<file path="config.mk">
export PLATFORM = sky130hd
export DESIGN_NAME = iot_extreme_filter_flat
export DESIGN_NICKNAME = d
export VERILOG_FILES = /design/src/rtl/iot_extreme_filter_if.sv /design/src/rtl/iot_extreme_filter.sv /design/src/flat_wrapper.sv
export SDC_FILE = /design/constraint.sdc
export NUM_CORES = 1
export LEC_CHECK = 0
export BUFFER_PORTS_ARGS = -buffer_cell sky130_fd_sc_hd__buf_2
export CAP_MARGIN = 20
export CORE_MARGIN = 10
export CORE_UTILIZATION = 25
export DETAILED_ROUTE_END_ITERATION = 8
export PLACE_DENSITY = 0.46
export REMOVE_ABC_BUFFERS = 1
export SLEW_MARGIN = 10
export SYNTH_ARGS = -nofsm -noshare
export SYNTH_HDL_FRONTEND = slang
export SYNTH_SLANG_ARGS = --single-unit
</file>
<file path="constraint.sdc">
create_clock -name clk -period 13.5 [get_ports clk]
set_input_delay 2.7 -clock clk [delete_from_list [all_inputs] [get_ports clk]]
set_output_delay 2.7 -clock clk [all_outputs]
set_load 0.05 [all_outputs]
</file>
<file path="src/rtl/iot_extreme_filter_if.sv">
// Bundles the control, beat-stream and result signals of iot_extreme_filter.
// The iot_idx signal exists only when IOTF_INDEX_EN is defined.
interface iot_extreme_filter_if #(
    parameter int DATA_W  = 128,
    parameter int IN_W    = 8,
    parameter int ROUND_N = 8
);
    logic              start;
    logic              mode;
    logic [7:0]        rounds;
    logic              in_en;
    logic [IN_W-1:0]   iot_in;
    logic              busy;
    logic              valid;
    logic [DATA_W-1:0] iot_out;
`ifdef IOTF_INDEX_EN
    logic [$clog2(ROUND_N)-1:0] iot_idx;
`endif

    modport master (
        output start, mode, rounds, in_en, iot_in,
`ifdef IOTF_INDEX_EN
        input  iot_idx,
`endif
        input  busy, valid, iot_out
    );

    modport slave (
        input  start, mode, rounds, in_en, iot_in,
`ifdef IOTF_INDEX_EN
        output iot_idx,
`endif
        output busy, valid, iot_out
    );
endinterface

</file>
<file path="src/rtl/iot_extreme_filter.sv">
// Assembles IN_W-bit beats into DATA_W-bit words and reports the min/max word of each
// ROUND_N-word round. Optional macro IOTF_INDEX_EN adds the winning word index output.
module iot_extreme_filter #(
    parameter int DATA_W  = 128,
    parameter int IN_W    = 8,
    parameter int ROUND_N = 8
) (
    input logic                 clk,
    input logic                 rst,
    iot_extreme_filter_if.slave bus
);
    localparam int BEATS = DATA_W / IN_W;
    localparam int BCW   = (BEATS > 1) ? $clog2(BEATS) : 1;
    localparam int WCW   = $clog2(ROUND_N);
    localparam logic [BCW-1:0] BEAT_LAST = BCW'(BEATS - 1);
    localparam logic [WCW-1:0] WORD_LAST = WCW'(ROUND_N - 1);

    typedef enum logic [1:0] {IDLE, FIRST, ACCUM} state_t;

    state_t            state, state_nxt;
    logic [DATA_W-1:0] sr, acc, word;
    logic [BCW-1:0]    beat_cnt;
    logic [WCW-1:0]    word_cnt;
    logic [7:0]        round_cnt, rounds_lat;
    logic              mode_lat;
    logic              go, accept, last_beat, end_round, better;
`ifdef IOTF_INDEX_EN
    logic [WCW-1:0]    acc_idx;
`endif

    // The assembled word includes the beat arriving this cycle, so the compare needs no extra cycle.
    assign word      = (sr << IN_W) | DATA_W'(bus.iot_in);
    assign go        = bus.start && (bus.rounds != 8'd0);
    assign accept    = bus.in_en && (state != IDLE);
    assign last_beat = accept && (beat_cnt == BEAT_LAST);
    assign end_round = last_beat && (state == ACCUM) && (word_cnt == WORD_LAST);
    assign better    = mode_lat ? (word > acc) : (word < acc);

    always_ff @(posedge clk or posedge rst) begin
        if (rst) state <= IDLE;
        else     state <= state_nxt;
    end

    always_comb begin
        state_nxt = state;
        case (state)
            IDLE:    if (go) state_nxt = FIRST;
            FIRST:   if (last_beat) state_nxt = ACCUM;
            ACCUM: begin
                if (end_round)
                    state_nxt = (round_cnt + 8'd1 == rounds_lat) ? IDLE : FIRST;
            end
            default: state_nxt = IDLE;
        endcase
    end

    always_ff @(posedge clk or posedge rst) begin
        if (rst) begin
            sr          <= '0;
            acc         <= '0;
            beat_cnt    <= '0;
            word_cnt    <= '0;
            round_cnt   <= '0;
            rounds_lat  <= '0;
            mode_lat    <= 1'b0;
            bus.busy    <= 1'b0;
            bus.valid   <= 1'b0;
            bus.iot_out <= '0;
`ifdef IOTF_INDEX_EN
            acc_idx     <= '0;
            bus.iot_idx <= '0;
`endif
        end else begin
            bus.valid <= end_round;
            bus.busy  <= (state_nxt != IDLE);

            if (state == IDLE && go) begin
                mode_lat   <= bus.mode;
                rounds_lat <= bus.rounds;
                beat_cnt   <= '0;
                word_cnt   <= '0;
                round_cnt  <= '0;
            end

            if (accept) begin
                sr       <= word;
                beat_cnt <= last_beat ? '0 : beat_cnt + BCW'(1);
            end

            // Strict compares keep the earliest word on ties.
            if (last_beat) begin
                word_cnt <= (word_cnt == WORD_LAST) ? '0 : word_cnt + WCW'(1);
                if (state == FIRST || better) begin
                    acc <= word;
`ifdef IOTF_INDEX_EN
                    acc_idx <= word_cnt;
`endif
                end
            end

            if (end_round) begin
                bus.iot_out <= better ? word : acc;
`ifdef IOTF_INDEX_EN
                bus.iot_idx <= better ? word_cnt : acc_idx;
`endif
                round_cnt   <= round_cnt + 8'd1;
            end
        end
    end
endmodule

</file>
<file path="src/flat_wrapper.sv">
// flat-port wrapper written by rule: the top's interface ports become plain ports
module iot_extreme_filter_flat 
#(
    parameter int DATA_W  = 128,
    parameter int IN_W    = 8,
    parameter int ROUND_N = 8
)
  (clk, rst, bus_start, bus_mode, bus_rounds, bus_in_en, bus_iot_in, bus_busy, bus_valid, bus_iot_out);
  iot_extreme_filter_if #(.DATA_W(DATA_W), .IN_W(IN_W), .ROUND_N(ROUND_N)) bus_i ();
  input logic clk;
  input logic rst;
  input wire logic [$bits(bus_i.start)-1:0] bus_start;
  input wire logic [$bits(bus_i.mode)-1:0] bus_mode;
  input wire logic [$bits(bus_i.rounds)-1:0] bus_rounds;
  input wire logic [$bits(bus_i.in_en)-1:0] bus_in_en;
  input wire logic [$bits(bus_i.iot_in)-1:0] bus_iot_in;
  output wire logic [$bits(bus_i.busy)-1:0] bus_busy;
  output wire logic [$bits(bus_i.valid)-1:0] bus_valid;
  output wire logic [$bits(bus_i.iot_out)-1:0] bus_iot_out;
  assign bus_i.start = bus_start;
  assign bus_i.mode = bus_mode;
  assign bus_i.rounds = bus_rounds;
  assign bus_i.in_en = bus_in_en;
  assign bus_i.iot_in = bus_iot_in;
  assign bus_busy = bus_i.busy;
  assign bus_valid = bus_i.valid;
  assign bus_iot_out = bus_i.iot_out;
  iot_extreme_filter #(.DATA_W(DATA_W), .IN_W(IN_W), .ROUND_N(ROUND_N)) u_core (.clk(clk), .rst(rst), .bus(bus_i));
endmodule
</file>
==> Yosys cells after proc, flatten, opt, wreduce, memory -nomap -nowiden <==
Index checks and enable logic that the tools add are counted.
{ "word_totals": {"ff_bits": 404, "in_bits": 21, "out_inout_bits": 130, "wordCells": 52} }
{ "op_classes": {"add_sub_neg": 3, "order_cmp": 2, "eq_ne": 5, "mux": 15, "n_bitwise": 1, "reduce_logical": 15} }
{ "op_table": {"columns": ["operator", "count"], "rows": [
  ["128-bit > comparator", 1],
  ["128-bit less-than comparator", 1],
  ["128-bit two-way mux", 1],
  ["128-bit by 8-bit OR with 128-bit output", 1],
  ["8-bit two-way mux", 2],
  ["4-bit two-way mux", 3],
  ["2-bit nonzero test", 5],
  ["3-bit two-way mux", 3],
  ["8-bit by 1-bit adder with 8-bit output (second input constant)", 1],
  ["8-bit equality test", 1],
  ["8-bit nonzero test", 1],
  ["1-bit logical AND", 6],
  ["2-bit two-way mux", 3],
  ["2-bit case mux with 3 select lines", 1],
  ["4-bit by 1-bit adder with 4-bit output (second input constant)", 1],
  ["4-bit equality test (second input constant)", 1],
  ["3-bit by 1-bit adder with 3-bit output (second input constant)", 1],
  ["3-bit equality test (second input constant)", 1],
  ["2-bit by 1-bit equality test with 1-bit output (second input constant)", 1],
  ["2-bit equality test (second input constant)", 1],
  ["2-bit logical NOT", 1],
  ["1-bit two-way mux", 2],
  ["2-bit AND reduction", 1],
  ["1-bit logical OR", 1]
]} }

==> Depth between registers and ports, before layout <==
{ "depth": {"ltp_word": 8, "ltp_mapped": 13} }

==> Worst setup path after synthesis <==
Ideal clock, no wire load.
{ "synth_path": {"kind": "input to register", "start": "input bus_iot_in[5]", "end": "register u_core.acc[100]", "setup_ns": 0.125, "arrival_ns": 4.842, "path_slack_ns": 8.533, "cell_stages": 12, "path_cell_list": "ha_1 a21o_1 a21o_1 a21oi_1 or3_1 o211ai_1 a211oi_4 nand2_1 a31oi_4 buf_12 buf_12 mux2_4"} }
{ "synth_between": {"elab_chain_len": 5, "word_cells_on_any_way": 6} }
{ "synth_rtl": {"columns": ["element", "line", "rtl"], "rows": [
  ["from (decl)", "flat_wrapper.sv:16", "input wire logic [$bits(bus_i.iot_in)-1:0] bus_iot_in;"],
  ["128-bit by 8-bit OR with 128-bit output *", "iot_extreme_filter.sv:32", "assign word = (sr << IN_W) | DATA_W'(bus.iot_in);"],
  ["128-bit less-than comparator or 128-bit > comparator (tied branches)", "iot_extreme_filter.sv:37", "assign better = mode_lat ? (word > acc) : (word < acc);"],
  ["1-bit two-way mux *", "iot_extreme_filter.sv:37", null],
  ["1-bit logical OR *", "iot_extreme_filter.sv:93", "if (state == FIRST || better) begin"],
  ["2-bit AND reduction (no source line) *", null, null],
  ["to (signal assigned)", "iot_extreme_filter.sv:94", "acc <= word;"],
  ["to (decl)", "iot_extreme_filter.sv:21", "logic [DATA_W-1:0] sr, acc, word;"]
]} }
Mark *: on every way between the ends. The rest lies on a longest branch, timed or not.
A chain may end at the register's enable or synchronous reset.

==> Worst setup path after layout <==
{ "layout_path": {"start": "input bus_iot_in[3]", "end": "register u_core.acc[124]"} }
Same word-level chain as after synthesis.

==> key figures <==
Status
  • Outcome: completed

Setup path
  • CP peak stage delay: 0.95 ns
  • Critical path, cell by cell: buf_2, ha_1, a21oi_1, o21ai_0, a221oi_1, o211ai_1, a211oi_4, nand2_4, a31oi_4, buf_4, buf_4, mux2_2
  • Reg2Reg Launch Point: u_core.sr[53]$_DFFE_PP0P_
  • R2R Path End: u_core.acc[124]$_DFFE_PP0P_
  • CP max stage cell: buf_4
  • Worst Reg-to-Reg Cells: 12
  • Worst Setup Path Type: primary input to register
  • Crit. End Element: register
  • R2R setup slack: 7.52 ns
  • Req. time, crit path: 13.96 ns
  • Levels on crit path: 12
  • Crit path max fanout: 74
  • Setup crit start kind: primary input
  • WP buf/inv: 3
  • Family with the most delay on the worst path: buffers and inverters
  • Worst EP arrival: 7.33 ns
  • Most frequent CP cell: buf_4

Floorplan
  • Die Span Y: 307 um
  • Die width: 307 um
  • Core ar.: 81800 sq um
  • Rows: 105
  • Top-level port count: 151
  • Initial core utilization: 25.2%
  • Die area: 94300 sq um

STA
  • Setup violators final: 0
  • Clock Skew: 0.0251 ns
  • Fin crit share: 50.9%
  • Slew @ Worst Pin: 1.15 ns
  • Fmax: 145 MHz
  • Min Tclk post-route: 6.88 ns
  • Unrepaired setup endpoints after global routing: false
  • Worst setup margin: 6.62 ns
  • Slew margin rel.: 23.5%
  • Fin. Hold Viols: 0
  • Slew Limit Fails: 0

Yosys
  • Synth unique cells: 58
  • Yosys synthesis warning count: 0
  • Area leader, netlist: dfrtp_1
  • Cells after Synth: 2118
  • Count leader, synth: nand2_1
  • Syn_area_per_cell: 9.73 sq um
  • #FFs+latches synth: 404
  • Largest cells by area after synthesis: dfrtp_1 49%, mux2_4 8.7%, ha_1 8.0%, nand2_1 7.9%, a21oi_1 4.4%
  • Ys flop type: dfrtp_1
  • Syn Std Cell Area: 20600 sq um
  • Register area share after synthesis: 49.1%
  • Ys async rst share: 100%
  • Post-synth EDFFs: 0
  • Share of the synthesized area in the top cell type: 49.1%
  • Top post-synthesis cells by count: 431 x nand2_1, 404 x dfrtp_1, 181 x a21oi_1

Clock tree
  • Post-CTS setup buffer count: 0
  • CTS hold repair buffers: 0
  • Clock latency at the later pin of the worst-skew pair: 0.59 ns
  • Clk sink count: 404
  • Num CTS Buffers: 50
  • CTS Buffer Depth: 3
  • CTS tree: built
  • CTS clock-pin slew for the worst setup and hold paths: 0.05 ns
  • H-tree depth: 2
  • CTS resizes: 0
  • Clock root buffer: clkbuf_16

Placement
  • Post-detail-place hpwl: 39.0 mm
  • Placed insts: 3228
  • Port bufs: 150
  • GP Congestion: 0.779
  • Setup WS pre-CTS: 5.97 ns

Finish
  • Post-layout util: 29.3%
  • NumNets Final: 2366
  • Register area: 10100 sq um
  • Area of the multi-input gates: 9340 sq um
  • Non-Filler Instances: 3325
  • Layout cells sized above 1: 17.6%
  • Layout Area Growth over Synthesis: 16.3%
  • Fill count: 8550

Drt
  • Vias per cell: 4.78
  • DRT iter0 DRCs: 880
  • Antenna Nets Post-Route: 0
  • Post-Route WL: 64.4 mm
  • DRC: 0
  • Drt first pass iters: 5
  • Routed wire per std cell: 19.4 um
  • Via total after detailed routing: 15900

Power
  • Maximum VDD drop: 0.000486 V
  • Pwr dens: 223 nW/um^2
  • Leak: 11.6 nW

Min path
  • HP Start: u_core.word_cnt[0]$_DFFE_PP0P_
  • Hold path depth: 1
  • Hold Path End: u_core.word_cnt[0]$_DFFE_PP0P_
  • Hold Path Class: register to register

Global route
  • Vias in the first global route: 16700
  • Largest net degree at the start of global routing: 149
  • Gr usage total: 13.5%
  • Grt ovf: 0
  • First-pass GRT wire length: 102 mm
  • Antenna violations before repair: 1

Run
  • Max_cap viols: 0
-- state kept, by name, indices dropped and copies added (netlist names) --
| name | cells |
|---|---|
| u_core.state | 2 |
| u_core.bus.iot_out | 128 |
| u_core.word_cnt | 3 |
| u_core.round_cnt | 8 |
| u_core.beat_cnt | 4 |
| u_core.mode_lat | 1 |
| u_core.acc | 128 |
| u_core.rounds_lat | 8 |
| u_core.bus.valid | 1 |
| u_core.bus.busy | 1 |
| u_core.sr | 120 |
-- cell usage in the layout (no fill, tap or decap), types with 2 or more instances in the layout --
master     count
xor2_1         7
o21ai_1        4
a21o_1        15
nand2b_1       3
clkbuf_1      15
o21ai_0      160
diode_2        2
dfrtp_1      404
a221oi_1       3
buf_2        150
nor3_1         5
xnor2_1        7
nor2_1       147
bufinv_16      5
nor4_2         2
and3_1         3
nor4_1         5
o211ai_1       3
mux2_4       120
and4_1         3
a22oi_1        2
a211oi_1       2
clkbuf_8       8
or2_2          2
buf_4         18
nand3_1       20
a21oi_1      180
nand2_1      430
buf_16         3
a31oi_1      129
mux2_2         8
inv_1        130
ha_1         132
clkbuf_16     51
clkinv_2      10
nand4_1       29
nor2b_1        4
-- kinds of logic (layout without fill, tap and decap cells) --
group                      count (synthesis)  count (layout)  share of synthesized area [%]
AOI/OAI and AO/OA                        515             515                           14.1
muxes                                    128             128                           9.18
xor gates and xnor gates                  14              14                          0.595
other                                      0               2                              0
and+or+nand+nor                          664             664                           13.2
buffers and inverters                    261             396                           5.88
adders and majority gates                132             132                           8.02
DFF                                      404             404                           49.1
-- power breakdown --
group	leakage [nW]	switching, mW	total, mW	internal [mW]
combinational	5.26	1.70	2.31	0.612
sequential	5.52	0.257	1.66	1.40
clock	0.822	0.550	1.38	0.833
total	11.6	2.51	5.35	2.84
-- area by class of cell --
cell class / instances / share of cell area [%]
Sequential cell: 404 / 42.2
Multi-Input combinational cell: 1453 / 39.0
Clock buffer: 74 / 6.02
Tap cell: 1070 / 5.59
Timing Repair Buffer: 172 / 4.13
Inverter: 132 / 2.11
Clock inverter: 18 / 0.940
Antenna cell: 2 / 0.0209
-- per-stage QoR --
step	instance area (sq um)	total power, mW	TNS [ns]	hold slack (ns)
2_1_floorplan	19900	2.91	-176.88	0.460
4_1_cts	23900	5.34	0	0.510
3_5_place_dp	22200	3.92	0	0.495
6_report	24000	5.35	0	0.501
5_1_grt	24000	5.72	0	0.524
3_3_place_gp	22200	3.88	0	0.478
-- worst register-to-register path: stages (launching register included) --
cell	delay, ns
dfrtp_1	0.43
ha_1	0.31
a21o_1	0.15
a21oi_1	0.13
nor2b_1	0.06
a2111oi_1	0.87
a31oi_2	0.40
a211oi_4	0.47
nand2_4	0.66
a31oi_4	0.43
buf_4	0.55
buf_4	0.95
mux2_2	0.42
-- how the worst max path moves through the flow --
stage                  start                     endpoint  slack, ns
6_report       bus_iot_in[3]  u_core.acc[124]$_DFFE_PP0P_       6.62
5_1_grt        bus_iot_in[3]  u_core.acc[119]$_DFFE_PP0P_       6.33
4_1_cts        bus_iot_in[3]  u_core.acc[119]$_DFFE_PP0P_       6.60
3_5_place_dp   bus_iot_in[3]  u_core.acc[119]$_DFFE_PP0P_       5.97
3_3_place_gp   bus_iot_in[1]  u_core.acc[119]$_DFFE_PP0P_       6.05
2_1_floorplan            rst    u_core.acc[0]$_DFFE_PP0P_      -0.44
-- metal layers --
layer	GRT usage [%]	wire length [um]	vias up
met2	22.3	30200	317
met4	3.42	1420	0
met5	0	0	-
met3	2.44	2820	86
li1	-	-	7465
met1	18.0	30000	8039
Power figures use the tool's default switching activity.
